`src/rtl/ula_issue.sv`:
```
// ula_issue: sequencing front-end for the 32-bit MIPS-style ALU.
// Accepts one instruction, decodes it into ALU OP/operands, captures the
// ALU result and Zero flag, and returns them on a valid/ready response.
module ula_issue #(
    parameter int unsigned DATA_W = 32,
    parameter int unsigned OP_W   = 4
) (
    input  logic              clk,
    input  logic              rst_n,
    input  logic              in_valid,
    output logic              in_ready,
    input  logic [31:0]       instr,
    input  logic [DATA_W-1:0] rs_data,
    input  logic [DATA_W-1:0] rt_data,
    output logic [OP_W-1:0]   ula_op,
    output logic [DATA_W-1:0] ula_in1,
    output logic [DATA_W-1:0] ula_in2,
    input  logic [DATA_W-1:0] ula_result,
    input  logic              ula_zero,
    output logic              out_valid,
    input  logic              out_ready,
    output logic [DATA_W-1:0] out_result,
    output logic              out_zero,
    output logic              out_taken,
    output logic              out_illegal
);

    localparam int unsigned IMM_W = 16;

    // ALU OP codes
    localparam logic [OP_W-1:0] OP_AND = OP_W'(4'b0000);
    localparam logic [OP_W-1:0] OP_OR  = OP_W'(4'b0001);
    localparam logic [OP_W-1:0] OP_ADD = OP_W'(4'b0010);
    localparam logic [OP_W-1:0] OP_SUB = OP_W'(4'b0110);
    localparam logic [OP_W-1:0] OP_SLT = OP_W'(4'b0111);
    localparam logic [OP_W-1:0] OP_LUI = OP_W'(4'b1011);
    localparam logic [OP_W-1:0] OP_NOR = OP_W'(4'b1100);
    localparam logic [OP_W-1:0] OP_XOR = OP_W'(4'b1101);
    localparam logic [OP_W-1:0] OP_SLL = OP_W'(4'b1110);
    localparam logic [OP_W-1:0] OP_SRL = OP_W'(4'b1111);

    // Opcodes
    localparam logic [5:0] OPC_RTYPE = 6'h00;
    localparam logic [5:0] OPC_BEQ   = 6'h04;
    localparam logic [5:0] OPC_BNE   = 6'h05;
    localparam logic [5:0] OPC_ADDI  = 6'h08;
    localparam logic [5:0] OPC_SLTI  = 6'h0A;
    localparam logic [5:0] OPC_ANDI  = 6'h0C;
    localparam logic [5:0] OPC_ORI   = 6'h0D;
    localparam logic [5:0] OPC_XORI  = 6'h0E;
    localparam logic [5:0] OPC_LUI   = 6'h0F;

    // R-type funct codes
    localparam logic [5:0] FN_SLL  = 6'h00;
    localparam logic [5:0] FN_SRL  = 6'h02;
    localparam logic [5:0] FN_SLLV = 6'h04;
    localparam logic [5:0] FN_SRLV = 6'h06;
    localparam logic [5:0] FN_ADD  = 6'h20;
    localparam logic [5:0] FN_ADDU = 6'h21;
    localparam logic [5:0] FN_SUB  = 6'h22;
    localparam logic [5:0] FN_SUBU = 6'h23;
    localparam logic [5:0] FN_AND  = 6'h24;
    localparam logic [5:0] FN_OR   = 6'h25;
    localparam logic [5:0] FN_XOR  = 6'h26;
    localparam logic [5:0] FN_NOR  = 6'h27;
    localparam logic [5:0] FN_SLT  = 6'h2A;

    typedef enum logic [1:0] {
        S_IDLE    = 2'd0,
        S_ISSUE   = 2'd1,
        S_CAPTURE = 2'd2,
        S_RESP    = 2'd3
    } state_t;

    state_t             r_state;
    state_t             w_state_nxt;

    logic [31:0]        r_instr;
    logic [DATA_W-1:0]  r_rs;
    logic [DATA_W-1:0]  r_rt;

    logic               r_in_ready;
    logic               r_out_valid;
    logic [OP_W-1:0]    r_ula_op;
    logic [DATA_W-1:0]  r_ula_in1;
    logic [DATA_W-1:0]  r_ula_in2;
    logic [DATA_W-1:0]  r_out_result;
    logic               r_out_zero;
    logic               r_out_taken;
    logic               r_out_illegal;

    logic [5:0]         w_opcode;
    logic [5:0]         w_funct;
    logic [DATA_W-1:0]  w_shamt_ext;
    logic [DATA_W-1:0]  w_imm_sext;
    logic [DATA_W-1:0]  w_imm_zext;
    logic [OP_W-1:0]    w_op;
    logic [DATA_W-1:0]  w_in1;
    logic [DATA_W-1:0]  w_in2;
    logic               w_illegal;
    logic               w_beq;
    logic               w_bne;
    logic               w_resp_fire;
    logic               w_unused_fields;

    assign w_opcode        = r_instr[31:26];
    assign w_funct         = r_instr[5:0];
    assign w_shamt_ext     = DATA_W'(r_instr[10:6]);
    assign w_imm_sext      = {{(DATA_W-IMM_W){r_instr[15]}}, r_instr[15:0]};
    assign w_imm_zext      = DATA_W'(r_instr[15:0]);
    assign w_resp_fire     = r_out_valid & out_ready;
    assign w_unused_fields = ^r_instr[25:16];

    // State register
    always_ff @(posedge clk or negedge rst_n) begin
        if (!rst_n) begin
            r_state <= S_IDLE;
        end else begin
            r_state <= w_state_nxt;
        end
    end

    // Next-state logic
    always_comb begin
        w_state_nxt = r_state;
        case (r_state)
            S_IDLE:    if (in_valid) w_state_nxt = S_ISSUE;
            S_ISSUE:   w_state_nxt = S_CAPTURE;
            S_CAPTURE: w_state_nxt = S_RESP;
            S_RESP:    if (w_resp_fire) w_state_nxt = S_IDLE;
            default:   w_state_nxt = S_IDLE;
        endcase
    end

    // Decode latched instruction into ALU OP, operands and response flags
    always_comb begin
        w_op      = OP_ADD;
        w_in1     = '0;
        w_in2     = '0;
        w_illegal = 1'b0;
        w_beq     = 1'b0;
        w_bne     = 1'b0;
        case (w_opcode)
            OPC_RTYPE: begin
                case (w_funct)
                    FN_AND:          begin w_op = OP_AND; w_in1 = r_rs; w_in2 = r_rt; end
                    FN_OR:           begin w_op = OP_OR;  w_in1 = r_rs; w_in2 = r_rt; end
                    FN_ADD, FN_ADDU: begin w_op = OP_ADD; w_in1 = r_rs; w_in2 = r_rt; end
                    FN_SUB, FN_SUBU: begin w_op = OP_SUB; w_in1 = r_rs; w_in2 = r_rt; end
                    FN_SLT:          begin w_op = OP_SLT; w_in1 = r_rs; w_in2 = r_rt; end
                    FN_NOR:          begin w_op = OP_NOR; w_in1 = r_rs; w_in2 = r_rt; end
                    FN_XOR:          begin w_op = OP_XOR; w_in1 = r_rs; w_in2 = r_rt; end
                    FN_SLL:          begin w_op = OP_SLL; w_in1 = w_shamt_ext; w_in2 = r_rt; end
                    FN_SRL:          begin w_op = OP_SRL; w_in1 = w_shamt_ext; w_in2 = r_rt; end
                    FN_SLLV:         begin w_op = OP_SLL; w_in1 = r_rs; w_in2 = r_rt; end
                    FN_SRLV:         begin w_op = OP_SRL; w_in1 = r_rs; w_in2 = r_rt; end
                    default:         w_illegal = 1'b1;
                endcase
            end
            OPC_ADDI: begin w_op = OP_ADD; w_in1 = r_rs; w_in2 = w_imm_sext; end
            OPC_SLTI: begin w_op = OP_SLT; w_in1 = r_rs; w_in2 = w_imm_sext; end
            OPC_ANDI: begin w_op = OP_AND; w_in1 = r_rs; w_in2 = w_imm_zext; end
            OPC_ORI:  begin w_op = OP_OR;  w_in1 = r_rs; w_in2 = w_imm_zext; end
            OPC_XORI: begin w_op = OP_XOR; w_in1 = r_rs; w_in2 = w_imm_zext; end
            OPC_LUI:  begin w_op = OP_LUI; w_in1 = '0;   w_in2 = w_imm_zext; end
            OPC_BEQ:  begin w_op = OP_SUB; w_in1 = r_rs; w_in2 = r_rt; w_beq = 1'b1; end
            OPC_BNE:  begin w_op = OP_SUB; w_in1 = r_rs; w_in2 = r_rt; w_bne = 1'b1; end
            default:  w_illegal = 1'b1;
        endcase
    end

    // Handshake flags; out_valid rises one cycle into RESP and drops on the handshake
    always_ff @(posedge clk or negedge rst_n) begin
        if (!rst_n) begin
            r_in_ready  <= 1'b1;
            r_out_valid <= 1'b0;
        end else begin
            r_in_ready  <= (w_state_nxt == S_IDLE);
            r_out_valid <= (r_state == S_RESP) && !w_resp_fire;
        end
    end

    // Datapath: latch request, drive ALU operands, capture ALU response
    always_ff @(posedge clk or negedge rst_n) begin
        if (!rst_n) begin
            r_instr       <= '0;
            r_rs          <= '0;
            r_rt          <= '0;
            r_ula_op      <= OP_ADD;
            r_ula_in1     <= '0;
            r_ula_in2     <= '0;
            r_out_result  <= '0;
            r_out_zero    <= 1'b0;
            r_out_taken   <= 1'b0;
            r_out_illegal <= 1'b0;
        end else begin
            if ((r_state == S_IDLE) && in_valid) begin
                r_instr <= instr;
                r_rs    <= rs_data;
                r_rt    <= rt_data;
            end
            if (r_state == S_ISSUE) begin
                r_ula_op  <= w_op;
                r_ula_in1 <= w_in1;
                r_ula_in2 <= w_in2;
            end
            if (r_state == S_CAPTURE) begin
                r_out_result  <= w_illegal ? '0 : ula_result;
                r_out_zero    <= w_illegal | ula_zero;
                r_out_taken   <= !w_illegal && ((w_beq && ula_zero) || (w_bne && !ula_zero));
                r_out_illegal <= w_illegal;
            end
        end
    end

    assign in_ready    = r_in_ready;
    assign out_valid   = r_out_valid;
    assign ula_op      = r_ula_op;
    assign ula_in1     = r_ula_in1;
    assign ula_in2     = r_ula_in2;
    assign out_result  = r_out_result;
    assign out_zero    = r_out_zero;
    assign out_taken   = r_out_taken;
    assign out_illegal = r_out_illegal;

endmodule

```
`config.mk`:
```
export PLATFORM = sky130hd
export DESIGN_NAME = ula_issue
export DESIGN_NICKNAME = d
export VERILOG_FILES = /design/src/rtl/ula_issue.sv
export SDC_FILE = /design/constraint.sdc
export NUM_CORES = 1
export LEC_CHECK = 0
export ABC_AREA = 0
export BUFFER_PORTS_ARGS = -buffer_cell sky130_fd_sc_hd__buf_4
export CORE_MARGIN = 4
export CORE_UTILIZATION = 47
export DETAILED_ROUTE_END_ITERATION = 6
export PLACE_DENSITY = 0.72
export SLEW_MARGIN = 30
export SYNTH_ARGS = -nofsm -noshare
export SYNTH_HDL_FRONTEND = slang
export SYNTH_SLANG_ARGS = --single-unit
```
`constraint.sdc`:
```
create_clock -name clk -period 2.2 [get_ports clk]
set_clock_uncertainty 0.15 [all_clocks]
set_input_delay 0.33 -clock clk [delete_from_list [all_inputs] [get_ports clk]]
set_output_delay 0.33 -clock clk [all_outputs]
set_load 0.02 [all_outputs]
```
==> flow_summary.json <==
{
  "grt_setup_unrepaired": "false",
  "required_ns": 2.35,
  "place_area_mm2": 0.009956,
  "clkSlewWorstSetupHoldPaths_ns": 0.07,
  "fmax_mhz": 497.6,
  "drt-initial-drc-count": 249,
  "die_y_um": 137.8,
  "die_x_um": 137.8,
  "antennaDiodeCount": 0,
  "grt_max_degree": 66,
  "clkLatencyLatePin_ns": 0.42,
  "synth_fa_ha_area_share_pct": 0,
  "rows": 47,
  "yosysSeqAreaShare_pct": 60.99,
  "ys_dominant_reg_cell": "dfrtp_1",
  "hpwl_um": 13930,
  "slew_headroom_pct": 63.85,
  "core_mm2": 0.01652,
  "grt_pass1_wl_um": 33560,
  "worstMarginPinSlew_ns": 0.5423,
  "drive_gt1_share_pct": 41.25,
  "numCtsBuffers": 17,
  "yosys_warnings": 0,
  "synth_cell_type_count": 46,
  "stdcell_count": 1134,
  "synth.top_cells.by_area": "dfrtp_1, mux2_2, a22o_1, a221o_1, o211ai_1",
  "finalSetupViolations": 0,
  "synth_mux_area_share_pct": 12.18,
  "ctsLongestPathBuffers": 2,
  "power.leakage_nw": 5.543,
  "worstPathMaxFanout": 64,
  "start_util_pct": 47.94,
  "fin_util_pct": 68.93,
  "dr.pass1.iters": 5,
  "fin_crit_sh_pct": 91.35,
  "dp_cells": 1016,
  "cts_tree": "built",
  "r2r_slack_ns": 0.19,
  "yosysTopAreaCell": "dfrtp_1",
  "vias_per_cell": 5.362,
  "synthSimpleGateAreaFrac_pct": 9.065,
  "overflow": 0,
  "peakVddDrop_v": 0.0007307,
  "criticalPathCategory": "register to register",
  "hold_viol_final": 0,
  "clock-root-buffer": "clkbuf_16",
  "wirelength_um": 21430,
  "gp_congestion": 0.8022,
  "wire_per_inst_um": 18.90,
  "grt_pass1_vias": 6508,
  "synth-async-reset-ratio_pct": 100.0,
  "synth_top_family_by_area": "compound AO/OA/AOI/OAI gates",
  "syn_nets": 727,
  "critPathLaunch": "r_state[1]",
  "final_nets": 1035,
  "yosysMostFrequentCell": "dfrtp_1",
  "vias": 6080,
  "drc": 0,
  "worstReg2RegStart": "r_state[1]",
  "period_needed_ns": 2.010,
  "slew_viol_final": 0,
  "nFillCells": 1153,
  "syn_area_mm2": 0.007923,
  "io_buffers": 227,
  "critPathLaunchType": "register",
  "crit_arrival_ns": 2.16,
  "ios": 238,
  "drv_cap": 0,
  "design_area_mm2": 0.01139,
  "rr_worst_depth": 4,
  "powerDensity_mw_per_mm2": 1419,
  "synth-xor-area-share_pct": 0.1105,
  "reg2reg_to": "r_rs[10]",
  "end_kind": "register",
  "synth-edff-count": 0,
  "hold_class": "primary input to register",
  "antenna_found_initial": 0,
  "cts_setup_buffers": 0,
  "yosys-top-cells-count": "dfrtp_1, mux2_2, a22o_1",
  "fp.dieArea_mm2": 0.01900,
  "drtAntennaViolNets": 0,
  "syn_avg_cell_area_um2": 13.34,
  "outcome": "complete, no violations",
  "area_growth_syn_to_layout_pct": 43.76,
  "syn_inst": 594,
  "htreeDepth": 4,
  "fin_tns_setup_ns": 0,
  "cp-endpoint": "r_rs[10]",
  "synth_seq_cells": 193,
  "synth_compound_area_share_pct": 14.23,
  "cts_sinks": 193,
  "track_usage_pct": 22.66,
  "synth_top_area_share_pct": 60.33
}
==> worst max-delay path, stage by stage, from the launching register on <==
cell and delay (ns):
dfrtp_1 0.44, buf_4 0.19, nor3b_2 0.29, buf_12 0.33, mux2_2 0.41
==> area by class of cell <==
| class | instances | area [µm²] | share of cell area (%) |
|---|---|---|---|
| clock inverter | 11 | 106.4 | 0.9338 |
| sequential | 193 | 4832 | 42.43 |
| tap | 220 | 275.3 | 2.417 |
| timing repair buffer | 338 | 2874 | 25.23 |
| inverter | 3 | 11.26 | 0.09887 |
| multi-input combinational | 349 | 2834 | 24.88 |
| clock buffer | 20 | 456.7 | 4.010 |
==> cells in the final DEF, fill, tap and decap left out, drive strengths merged, types with 2 or more instances in the layout <==
cell type    netlist  routed
nand2b            36      36
dfstp              2       2
o21ai              9       9
a21oi              7       7
and2               5       5
clkbuf            14      21
nor3               3       3
o221ai             2       2
inv                3       5
a22o              41      41
nor2              40      40
nor4b              2       2
dfrtp            191     191
a41oi              2       2
dlygate4sd3        0      87
and3               4       4
o211ai            32      32
or3                2       2
nand2             14      14
clkinvlp           0       3
buf               35     250
mux2i              3       3
nor3b              4       4
mux2              83      83
a221o             25      25
nand3              2       2
nor2b              6       6
a21o              14      14
nor4               2       2
clkinv             0       5
==> state kept, by name, indices dropped and copies added, names as in the netlist, 2 cells and up <==
signal and cells:
r_state 2, r_rt 32, r_instr 22, r_rs 32
ula_in1 32, ula_op 4, out_result 32, ula_in2 32
==> where the power goes <==
| part | internal, mW | switching, mW |
|---|---|---|
| registers | 5.22 | 1.17 |
| logic | 3.33 | 3.46 |
| clock network | 1.62 | 1.35 |
| total | 10.2 | 5.98 |
==> cells by family after synthesis <==
group	Yosys count
flip-flops	193
AO/OA/AOI/OAI	138
AND/OR/NAND/NOR	124
multiplexers	86
buffers and inverters	52
XOR/XNOR	1
==> layer usage <==
layer / routed length (µm) / GRT usage [%] / vias to the layer above
li1: - / - / 2773
met1: 8557 / 27.74 / 3080
met2: 10990 / 39.24 / 201
met3: 1563 / 6.136 / 26
met4: 319 / 6.915 / 0
met5: 0 / 0 / -
==> stage by stage <==
stage | worst slack (ns) | hold slack (ns) | power, mW
finish | 0.1903 | 0.03206 | 16.16
global route | 0.1080 | 0.02884 | 17.08
CTS | 0.2034 | 0.007882 | 16.20
detailed placement | 0.2216 | 0.2203 | 13.06
global placement | 0.2818 | 0.2061 | 12.71
floorplan | 0.3500 | -0.1156 | 10.37
==> how the worst min path moves through the flow <==
stage | slack, ns | start | cells past startpoint | endpoint
final | 0.03 | ula_zero | 3 | out_zero
after detailed placement | 0.22 | rst_n | 1 | ula_in2[24]
after global routing | 0.03 | ula_zero | 3 | out_zero
after CTS | 0.008 | ula_zero | 3 | out_zero
after floorplan | -0.12 | rst_n | 0 | out_illegal
after global placement | 0.21 | rst_n | 1 | ula_in2[22]
==> what timing repair did <==
action                    CTS  global route
hold buffers               87             0
hold endpoints to repair  143             0
resized for setup           0             0
No activity file was read; power rests on OpenSTA's default activity.
